## src/rtl/wb_port_arbiter.sv

```systemverilog
// wb_port_arbiter: shares the register-file write port between pipeline
// writeback and a small FIFO of buffered long-latency results.
module wb_port_arbiter #(
  parameter int DATA_WIDTH = 32,
  parameter int DEPTH      = 2,
  parameter int MAX_WAIT   = 4
) (
  input  logic                  clk,
  input  logic                  rst_n,
  input  logic                  reg_write_w,
  input  logic [4:0]            rd_w,
  input  logic [DATA_WIDTH-1:0] result_w,
  input  logic                  lu_valid,
  input  logic [4:0]            lu_rd,
  input  logic [DATA_WIDTH-1:0] lu_data,
  output logic                  lu_ready,
  output logic                  rf_we,
  output logic [4:0]            rf_waddr,
  output logic [DATA_WIDTH-1:0] rf_wdata,
  output logic                  stall_w,
  output logic [31:0]           pend_mask
);

  localparam int PW = $clog2(DEPTH);
  localparam int CW = $clog2(DEPTH + 1);
  localparam int WW = $clog2(MAX_WAIT + 1);

  typedef enum logic [1:0] {
    IDLE,
    PEND,
    STARVE
  } state_t;

  state_t                state;
  logic [CW-1:0]         count;
  logic [PW-1:0]         rd_ptr;
  logic [PW-1:0]         wr_ptr;
  logic [WW-1:0]         wait_cnt;
  logic [DEPTH-1:0]      vld;
  logic [4:0]            q_rd   [DEPTH];
  logic [DATA_WIDTH-1:0] q_data [DEPTH];

  logic          pipe_req;
  logic          non_empty;
  logic          starve;
  logic          push;
  logic          pop;
  logic [CW-1:0] count_nx;
  logic [WW-1:0] wait_nx;

  assign non_empty = (count != '0);
  assign starve    = (state == STARVE);
  assign pipe_req  = rst_n && reg_write_w && (rd_w != 5'd0);
  assign lu_ready  = (count != CW'(DEPTH));
  // x0 results are acknowledged but never buffered
  assign push      = lu_valid && lu_ready && (lu_rd != 5'd0);
  assign pop       = starve || (non_empty && !pipe_req);
  assign stall_w   = starve;

  always_comb begin
    rf_we    = 1'b0;
    rf_waddr = '0;
    rf_wdata = '0;
    unique case (1'b1)
      pop: begin
        rf_we    = 1'b1;
        rf_waddr = q_rd[rd_ptr];
        rf_wdata = q_data[rd_ptr];
      end
      (pipe_req && !starve): begin
        rf_we    = 1'b1;
        rf_waddr = rd_w;
        rf_wdata = result_w;
      end
      default: ;
    endcase
  end

  always_comb begin
    pend_mask = '0;
    for (int i = 0; i < DEPTH; i++)
      if (vld[i]) pend_mask[q_rd[i]] = 1'b1;
  end

  assign count_nx = count + CW'(push) - CW'(pop);

  always_comb begin
    wait_nx = wait_cnt;
    if (pop || count_nx == '0)
      wait_nx = '0;
    else if (non_empty && wait_cnt != WW'(MAX_WAIT))
      wait_nx = wait_cnt + WW'(1);
  end

  always_ff @(posedge clk or negedge rst_n) begin
    if (!rst_n) begin
      state    <= IDLE;
      count    <= '0;
      rd_ptr   <= '0;
      wr_ptr   <= '0;
      wait_cnt <= '0;
      vld      <= '0;
      for (int i = 0; i < DEPTH; i++) begin
        q_rd[i]   <= '0;
        q_data[i] <= '0;
      end
    end else begin
      if (pop) begin
        vld[rd_ptr] <= 1'b0;
        rd_ptr      <= rd_ptr + PW'(1);
      end
      if (push) begin
        vld[wr_ptr]    <= 1'b1;
        q_rd[wr_ptr]   <= lu_rd;
        q_data[wr_ptr] <= lu_data;
        wr_ptr         <= wr_ptr + PW'(1);
      end
      count    <= count_nx;
      wait_cnt <= wait_nx;
      if (count_nx == '0)
        state <= IDLE;
      else if (wait_nx == WW'(MAX_WAIT))
        state <= STARVE;
      else
        state <= PEND;
    end
  end

endmodule

```

## config.mk

```make
export PLATFORM = sky130hd
export DESIGN_NAME = wb_port_arbiter
export DESIGN_NICKNAME = d
export VERILOG_FILES = /design/src/rtl/wb_port_arbiter.sv
export SDC_FILE = /design/constraint.sdc
export NUM_CORES = 1
export LEC_CHECK = 0
export ABC_AREA = 1
export BUFFER_PORTS_ARGS = -buffer_cell sky130_fd_sc_hd__buf_2
export CAP_MARGIN = 20
export CORE_UTILIZATION = 51
export CTS_CLUSTER_DIAMETER = 200
export DETAILED_ROUTE_END_ITERATION = 10
export PLACE_DENSITY = 0.8
export SKIP_LAST_GASP = 1
export SYNTH_ARGS = -nofsm -noshare
export SYNTH_HDL_FRONTEND = slang
export SYNTH_SLANG_ARGS = --single-unit
```

## constraint.sdc

```tcl
create_clock -name clk -period 2.16 [get_ports clk]
set_input_delay 0 -clock clk [delete_from_list [all_inputs] [get_ports clk]]
set_output_delay 0 -clock clk [all_outputs]
set_load 0.02 [all_outputs]
```

==> results_dict.tcl <==
set metrics [dict create \
    status "completed" \
    totalNegativeSetupSlack_ps 0 \
    r2r_end "state[1]" \
    num_rows 34 \
    place_congestion 0.874 \
    setup_viol 0 \
    clk_latency_ps 350 \
    grt_pass1_wl_um 19200 \
    h-tree-depth 3 \
    io_pins 150 \
    die_area_um2 9310 \
    dpl.cell_count 864 \
    slew_violations 0 \
    skew_ps 13.0 \
    wl_met3_um 877 \
    multiInputGateArea_um2 2020 \
    synth-seq-area-share_pct 46.7 \
    finalHoldViolations 0 \
    numPortBuffers 149 \
    crit_chain "nor2_2 -> nor2_2 -> nand2_2 -> nand2_2 -> buf_4 -> nor2_2 -> buf_6 -> nand2_1 -> nand3_1 -> buf_2" \
    max_slew_margin_pct 61.0 \
    grt_use_total_pct 26.7 \
    wire_per_inst_um 13.6 \
    overflow 0 \
    grt_pass1_vias 4318 \
    max_cap_viol_count 0 \
    fin_nets 889 \
    r2r_start "state[1]" \
    r2r_cells 13 \
    r2r_slack_ps 190 \
    yosysUniqueCellTypes 26 \
    routed_via_density 5.31 \
    holdCritPathClass "in2async" \
    crit_path_end_kind "primary output" \
    wirelength_um 12500 \
    grt_max_degree 83 \
    drc 0 \
    area_delta_synth_final_pct 32.6 \
    clock_sinks 85 \
    required_ps 2160 \
    ys_ff_latch 85 \
    final_layout_size_suffix_gt1_share_pct 24.3 \
    ant_nets 0 \
    synth_edf_count 0 \
    layout_commonest_cell "nand2_1" \
    max_freq_mhz 499 \
    powerDensity_nw_per_um2 1330 \
    finalCriticalPeriod_ps 2000 \
    syn_area_per_cell_um2 7.32 \
    wl_met2_um 6320 \
    antenna_found_initial 0 \
    final_cell_mix "nand2_1, buf_2, dfrtp_1" \
    cpLargestDelayFamily "simple AND/OR/NAND/NOR gates" \
    start_kind "flip-flop" \
    worst_path_max_delay_cell "dfrtp_1" \
    worst_path_most_repeated_cell "nor2_2" \
    syn_nets 704 \
    fillers 732 \
    seqCellArea_um2 2130 \
    core_area_um2 8680 \
    ir_worst_vdd_mv 0.674 \
    die_h_um 96.5 \
    slowest_delay_ps 380 \
    fin_cells 920 \
    cts_setup_buffers 0 \
    dp_hpwl_um 8150 \
    synthCells 622 \
    clk_pin_slew_ps 90 \
    crit_arrival_ps 2000 \
    cts_root_buf "clkbuf_8" \
    dr.pass1.iters 5 \
    start_util_pct 52.5 \
    drtIter0Drc 295 \
    worstMarginPinSlew_ps 582 \
    synth_flop_cell "dfrtp_1" \
    cts_tree "yes" \
    insertedDiodeCount 0 \
    die_w_um 96.5 \
    cts-buffers-inserted 9 \
    syn_area_um2 4550 \
    crit_type "reg2out" \
    fin_crit_sh_pct 92.8 \
    rsz0062_at_grt "false" \
    path_max_fanout 29 \
    cts_buffer_depth 2 \
    cp_num_buf_inv 3 \
    synth_warnings 0 \
    vias 4881 \
    drt-met1-wl_um 5090 \
    synthArstFlopShare_pct 100 \
    topRoutingLayerUsed "met4" \
    leakage_nw 3.23 \
]
report_power, final:
| part | leakage (nW) | internal (mW) | switching [mW] | total, mW |
|---|---|---|---|---|
| registers | 1.06 | 2.33 | 0.549 | 2.88 |
| clock network | 0.100 | 0.657 | 0.567 | 1.22 |
| logic | 2.07 | 1.36 | 2.56 | 3.93 |
metal layers:
layer	vias to the layer above	track usage, %
li1	2350	-
met1	2269	33.5
met2	235	44.9
met3	27	6.18
met4	0	10.0
met5	-	0
how the worst max path moves through the flow:
stage                  end      from  cells after the start  slack [ps]
2_1_floorplan     state[1]  state[0]                     12         250
3_3_place_gp      state[1]  state[1]                     14         330
3_5_place_dp      state[1]  state[1]                     13         230
4_1_cts        rf_waddr[3]  state[0]                     10          80
5_1_grt        rf_waddr[3]  state[0]                     10           9
6_report       rf_waddr[3]  state[0]                     10         160
area by class of cell:
class | instances | share of cell area (%)
Multi-Input combinational cell | 446 | 33.4
Clock inverter | 5 | 1.39
Sequential cell | 85 | 35.2
Timing Repair Buffer | 201 | 21.6
Inverter | 64 | 3.98
Clock buffer | 11 | 2.18
Tap cell | 108 | 2.24
stage by stage:
step / util, % / worst slack, ps / hold WS [ps] / total power [mW] / area [um2]
after floorplan: - / 249 / -296 / 5.52 / 4550
after global routing: 69.6 / 8.65 / 163 / 8.65 / 6040
after global placement: 62.2 / 326 / -184 / 6.56 / 5400
after detailed placement: 62.2 / 229 / -182 / 6.70 / 5400
after CTS: 69.2 / 77.1 / 162 / 7.98 / 6000
final: 69.6 / 156 / 146 / 8.03 / 6040
cell families (layout without fill, tap and decap cells):
family	after synthesis	after routing	synth area share [%]
fa+ha+maj	4	4	1.10
flops	85	85	46.7
buf+inv	91	281	9.04
compound gates	113	113	13.4
simple gates	329	329	29.7
flip-flops by register name, indices dropped and copies added (netlist names):
register,flops
rd_ptr,1
vld,2
count,2
state,2
q_data,64
wr_ptr,1
wait_cnt,3
q_rd,10
cells in the mapped netlist (3+ instances only):
cell | count | area, um2
o21ai_1 | 21 | 105
ha_1 | 4 | 50.1
buf_4 | 6 | 45.0
nor2_1 | 10 | 37.5
dfrtp_1 | 85 | 2130
inv_1 | 62 | 233
nor3_1 | 10 | 50.1
buf_2 | 6 | 30.0
clkbuf_1 | 8 | 30.0
nor2_2 | 4 | 25.0
nand3_1 | 55 | 275
nand2_2 | 3 | 18.8
o21ai_2 | 10 | 87.6
buf_6 | 5 | 56.3
o21ai_0 | 79 | 395
nand2_1 | 242 | 908
tightest hold or removal path: cells and delay by family:
kind / cells / cell delay (ps)
buf+inv: 3 / 850
repair_timing:
item,CTS,global route
gates resized for setup,0,2
hold endpoints to repair,77,0
endpoints found under the setup margin,0,30
hold buffers,39,0
No activity file was read; power rests on OpenSTA's default activity.
